--- src/rtl/alu_exec_unit.sv ---
// Registered execute-stage ALU with valid/ready handshakes; shifts run one bit per cycle.
// Define ALU_OVF_EN to build the signed-overflow flag for ADD/SUB; otherwise Overflow is tied to 0.
module alu_exec_unit #(
  parameter int WIDTH   = 32,
  parameter int SHAMT_W = 5
) (
  input  logic               Clk,
  input  logic               Reset,
  input  logic               In_Valid,
  output logic               In_Ready,
  input  logic [3:0]         ALU_Control,
  input  logic [WIDTH-1:0]   Operand_A,
  input  logic [WIDTH-1:0]   Operand_B,
  input  logic [SHAMT_W-1:0] Shamt,
  output logic               Out_Valid,
  input  logic               Out_Ready,
  output logic [WIDTH-1:0]   Result,
  output logic               Zero,
  output logic               Overflow,
  output logic               Busy
);

  localparam logic [3:0] OP_ADD  = 4'd1;
  localparam logic [3:0] OP_SUB  = 4'd2;
  localparam logic [3:0] OP_SLL  = 4'd3;
  localparam logic [3:0] OP_SRL  = 4'd4;
  localparam logic [3:0] OP_AND  = 4'd5;
  localparam logic [3:0] OP_OR   = 4'd6;
  localparam logic [3:0] OP_NOR  = 4'd7;
  localparam logic [3:0] OP_SLTU = 4'd8;
  localparam logic [3:0] OP_SLT  = 4'd9;

  typedef enum logic [1:0] {IDLE, SHIFT, DONE} state_t;

  state_t             state_q, state_d;
  logic [WIDTH-1:0]   result_q, result_d;
  logic [WIDTH-1:0]   acc_q, acc_d;
  logic [SHAMT_W-1:0] cnt_q, cnt_d;
  logic               shift_left_q, shift_left_d;
  logic               zero_q, zero_d;
  logic               out_valid_q, out_valid_d;

  logic               accept;
  logic               is_shift;
  logic [WIDTH-1:0]   sum;
  logic [WIDTH-1:0]   diff;
  logic [WIDTH-1:0]   alu_res;
  logic [WIDTH-1:0]   acc_next;

  assign In_Ready  = (state_q == IDLE) && !Reset;
  assign accept    = In_Valid && In_Ready;
  assign is_shift  = (ALU_Control == OP_SLL) || (ALU_Control == OP_SRL);
  assign sum       = Operand_A + Operand_B;
  assign diff      = Operand_A - Operand_B;
  assign acc_next  = shift_left_q ? (acc_q << 1) : (acc_q >> 1);

  assign Result    = result_q;
  assign Zero      = zero_q;
  assign Out_Valid = out_valid_q;
  assign Busy      = (state_q == SHIFT);

  always_comb begin
    alu_res = '0;
    case (ALU_Control)
      OP_ADD:  alu_res = sum;
      OP_SUB:  alu_res = diff;
      OP_SLL:  alu_res = Operand_B;
      OP_SRL:  alu_res = Operand_B;
      OP_AND:  alu_res = Operand_A & Operand_B;
      OP_OR:   alu_res = Operand_A | Operand_B;
      OP_NOR:  alu_res = ~(Operand_A | Operand_B);
      OP_SLTU: alu_res = {{(WIDTH-1){1'b0}}, (Operand_A < Operand_B)};
      OP_SLT:  alu_res = {{(WIDTH-1){1'b0}}, ($signed(Operand_A) < $signed(Operand_B))};
      default: alu_res = '0;
    endcase
  end

`ifdef ALU_OVF_EN
  logic ovf_q, ovf_d;
  logic alu_ovf;

  // Signed overflow: result sign disagrees with what the operand signs imply.
  always_comb begin
    alu_ovf = 1'b0;
    if (ALU_Control == OP_ADD)
      alu_ovf = (Operand_A[WIDTH-1] == Operand_B[WIDTH-1]) && (sum[WIDTH-1] != Operand_A[WIDTH-1]);
    else if (ALU_Control == OP_SUB)
      alu_ovf = (Operand_A[WIDTH-1] != Operand_B[WIDTH-1]) && (diff[WIDTH-1] != Operand_A[WIDTH-1]);
  end

  assign Overflow = ovf_q;
`else
  assign Overflow = 1'b0;
`endif

  always_comb begin
    state_d      = state_q;
    result_d     = result_q;
    acc_d        = acc_q;
    cnt_d        = cnt_q;
    shift_left_d = shift_left_q;
    zero_d       = zero_q;
    out_valid_d  = out_valid_q;
`ifdef ALU_OVF_EN
    ovf_d        = ovf_q;
`endif
    case (state_q)
      IDLE: begin
        if (accept) begin
          if (is_shift && (Shamt != '0)) begin
            acc_d        = Operand_B;
            cnt_d        = Shamt;
            shift_left_d = (ALU_Control == OP_SLL);
            state_d      = SHIFT;
          end else begin
            result_d    = alu_res;
            zero_d      = (alu_res == '0);
            out_valid_d = 1'b1;
`ifdef ALU_OVF_EN
            ovf_d       = alu_ovf;
`endif
            state_d     = DONE;
          end
        end
      end
      SHIFT: begin
        acc_d = acc_next;
        cnt_d = cnt_q - SHAMT_W'(1);
        // The last shift lands straight in Result so completion costs no extra cycle.
        if (cnt_q == SHAMT_W'(1)) begin
          result_d    = acc_next;
          zero_d      = (acc_next == '0);
          out_valid_d = 1'b1;
`ifdef ALU_OVF_EN
          ovf_d       = 1'b0;
`endif
          state_d     = DONE;
        end
      end
      DONE: begin
        if (Out_Ready) begin
          out_valid_d = 1'b0;
          state_d     = IDLE;
        end
      end
      default: state_d = IDLE;
    endcase
  end

  always_ff @(posedge Clk or posedge Reset) begin
    if (Reset) begin
      state_q      <= IDLE;
      result_q     <= '0;
      acc_q        <= '0;
      cnt_q        <= '0;
      shift_left_q <= 1'b0;
      zero_q       <= 1'b0;
      out_valid_q  <= 1'b0;
`ifdef ALU_OVF_EN
      ovf_q        <= 1'b0;
`endif
    end else begin
      state_q      <= state_d;
      result_q     <= result_d;
      acc_q        <= acc_d;
      cnt_q        <= cnt_d;
      shift_left_q <= shift_left_d;
      zero_q       <= zero_d;
      out_valid_q  <= out_valid_d;
`ifdef ALU_OVF_EN
      ovf_q        <= ovf_d;
`endif
    end
  end

endmodule

--- config.mk ---
export PLATFORM = sky130hd
export DESIGN_NAME = alu_exec_unit
export DESIGN_NICKNAME = d
export VERILOG_FILES = /design/src/rtl/alu_exec_unit.sv
export SDC_FILE = /design/constraint.sdc
export NUM_CORES = 1
export LEC_CHECK = 0
export CAP_MARGIN = 0
export CORE_MARGIN = 1
export CORE_UTILIZATION = 55
export CTS_CLUSTER_SIZE = 30
export DETAILED_ROUTE_END_ITERATION = 10
export PLACE_DENSITY = 0.8
export SYNTH_ARGS = -nofsm -noshare
export SYNTH_HDL_FRONTEND = slang
export SYNTH_SLANG_ARGS = --single-unit
--- constraint.sdc ---
create_clock -name Clk -period 4.15 [get_ports Clk]
set_input_delay 0.6225 -clock Clk [delete_from_list [all_inputs] [get_ports Clk]]
set_output_delay 0.6225 -clock Clk [all_outputs]
set_load 0.01 [all_outputs]
==> metrics <==
Slew Limit Fails=0; DP Worst Slack=-0.946 ns; Mapped Area=just under 0.01 mm^2; mean post-synth cell area=7.44 um^2; number of nets with antenna violations after routing=0; setup slack after layout=-0.0696 ns; WL met2=~18,000 um; GRT Overall Usage=45.2%; Rel. slew slack=48.5%; PwrDens=345 mW/mm^2; n_diodes=0; register bit total from synthesis=74; layout cells sized above 1=25.6%; Final Power=roughly 4800 uW; maximum vdd drop=414 uV; failing checks=setup timing; Seq/Total Area, Yosys=19.0%; commonest cells in the netlist=134 x o21ai_0, 128 x nand2_1, 115 x ha_1, 108 x a21oi_1, 104 x nor2_1; number of core rows=48; vias in the first global route=about 12,000; most area-consuming cells after synthesis=dfrtp_1 19%, ha_1 15%, o21ai_0 6.9%, mux2i_1 5.8%, a21oi_1 5.5%; Max Buffers Root-to-Sink=2; Final Cell Area=roughly 0.014 mm^2; status=finished with violations; reg-to-reg startpoint=cnt_q[0]; Iter 0 DRT Violations=1,693; DRT Wirelength=42,000 um; Nets=around 1,800; Net Count, Synth=1,507; Synth cell types=87; cell with the most instances after synthesis=o21ai_0; initial antenna violation count=0; Routed wire per std cell=22.4 um; Starting Density=56.5%; Async S/R FF share, synth=100%; post-synth top area share=roughly a fifth; number of synthesized flops with an enable pin=0; clk_lat worst skew=0.37 ns; post-synthesis cell count=~1,300; Setup crit start kind=input port; Root Driver=clkbuf_16; global route overflow=0; Leakage=0.00631 uW; CP endpoint kind=flip-flop; Clock Pin Slew Worst Setup and Hold Paths=0.06 ns; Most used DFF post-synth=dfrtp_1; placed cell area=roughly 0.013 mm^2; pin count of the biggest net entering global routing=47; data required time of the worst path=between 4 and 5 ns; Chip Width=135 um; Die Span Y=135 um; Core ar.=0.0173 mm^2; first-pass detailed-route iteration total=7; full die area=0.0183 mm^2; max-capacitance violation count=0; fmax=237 MHz; CTS tree=yes; DPL Wire Length=30,900 um; area leader, netlist=dfrtp_1; Yosys warning total=0; H-tree depth=3; Crit Path Max Fanout=10; vias after detailed routing=12,400; DRC errors left=0; port buffer count=roughly 110; hold_sp=Result[9]; Placer Congestion=0.988; final setup vio count=1; HP Class=flip-flop to flip-flop; final worst path period share=102%; first-pass GRT wire length=63,700 um; met1 wire length=~17,000 um; setup TNS=-0.0696 ns; Area growth, synth to finish=41.3%; Setup CP Type=input port to flip-flop; Max Clock Skew=~0.014 ns; crit path DAT=around 4.5 ns; min Tclk post-route=~4.2 ns; I/O pin count=114; Top Metal Used=met4; WL met3=5310 um; Clock Sink Count=74; crit path launch=Operand_B[10]; Worst Tran Pin Value=0.773 ns; RSZ-0062 raised after global routing=true; Final Hold Fails=0; CTS buffer count=9; drt via density=around 6.6
[placed cells by master, fill, tap and decap left out, types with 19 or more instances in the layout]
| cell | instances |
|---|---|
| a21oi_1 | 98 |
| clkdlybuf4s50_1 | 94 |
| o21ai_0 | 128 |
| nand2_1 | 128 |
| inv_1 | 81 |
| mux2i_1 | 57 |
| a211oi_1 | 19 |
| ha_1 | 103 |
| nor2_1 | 102 |
| dfrtp_1 | 74 |
| buf_4 | 289 |
| nor3_1 | 21 |
| o22ai_1 | 28 |
[state kept, by name, summed over array words and instances, names as in the netlist]
signal and count:
Result 32, Out_Valid 1, acc_q 32, cnt_q 5, state_q 2, Zero 1
shift_left_q 1
[final cells by class]
| cell class | instances | area, um^2 |
|---|---|---|
| Tap cell | 225 | 282 |
| Multi-Input combinational cell | 1052 | 7630 |
| Inverter | 100 | 382 |
| Clock buffer | 9 | 225 |
| Clock inverter | 7 | 85.1 |
| Timing Repair Buffer | 407 | 3350 |
| Fill cell | 1198 | 3490 |
| Sequential cell | 74 | 1850 |
[cells by family (layout without fill, tap and decap cells)]
| logic type | after synthesis | in the layout | share of synthesized area, % |
|---|---|---|---|
| adder cells (fa/ha/maj) | 117 | 117 | 15.1 |
| flip-flops | 74 | 74 | 19.0 |
| other | 1 | 1 | 0.0384 |
| buffers and inverters | 187 | 523 | 7.51 |
| multiplexers | 62 | 62 | 6.42 |
| AND/OR/NAND/NOR | 381 | 381 | 18.5 |
| AO/OA/AOI/OAI | 484 | 484 | 32.8 |
| XOR/XNOR | 7 | 7 | 0.628 |
[power breakdown]
| part | internal, uW | switching (uW) |
|---|---|---|
| combinational | 1190 | 1350 |
| sequential | 1050 | 328 |
| clock | 478 | 371 |
[worst max-delay path, stage by stage]
cell	delay, ns
clkdlybuf4s50_1	0.50
inv_1	0.06
ha_1	0.29
buf_4	0.19
nand2_1	0.08
o21ai_0	0.31
a31oi_2	0.10
o211a_1	0.31
o21ai_2	0.18
buf_4	0.14
a2bb2oi_1	0.14
mux2i_1	0.11
a221o_1	0.33
a2111oi_4	0.35
nand4_1	0.14
or4_4	0.53
o21ai_1	0.14
[metal layers]
| metal | GRT usage, % | vias up |
|---|---|---|
| li1 | - | 5482 |
| met1 | 61.1 | 5818 |
| met4 | 16.7 | 0 |
| met3 | 11.0 | 185 |
| met2 | 69.2 | 910 |
| met5 | 0.833 | - |
[what timing repair did]
item | 4_1_cts | 5_1_grt
endpoints found under the setup margin | 11 | 6
gates resized for setup | 77 | 47
hold buffers | 0 | 0
buffers inserted | 10 | 10
pin swaps | 26 | 32
[stage by stage]
stage	hold WS, ns	instances	utilization [%]
after floorplan	0.462	1313	-
after global placement	0.451	1838	74.6
after detailed placement	0.471	1838	74.6
after CTS	0.484	1864	78.3
after global routing	0.497	1874	79.8
final	0.482	1874	79.8
[worst paths after layout]
path | endpoint | cells after the start | slack [ns]
min reg2reg | Result[9] | 2 | 0.48
min in group asynchronous | Result[0] | 2 | 0.64
max | Zero | 17 | -0.07
max reg2reg | Zero | 12 | 0.55
min | Result[9] | 2 | 0.48
max in group asynchronous | acc_q[24] | 3 | 2.67
Note: power is estimated with default switching activity, not from simulation.
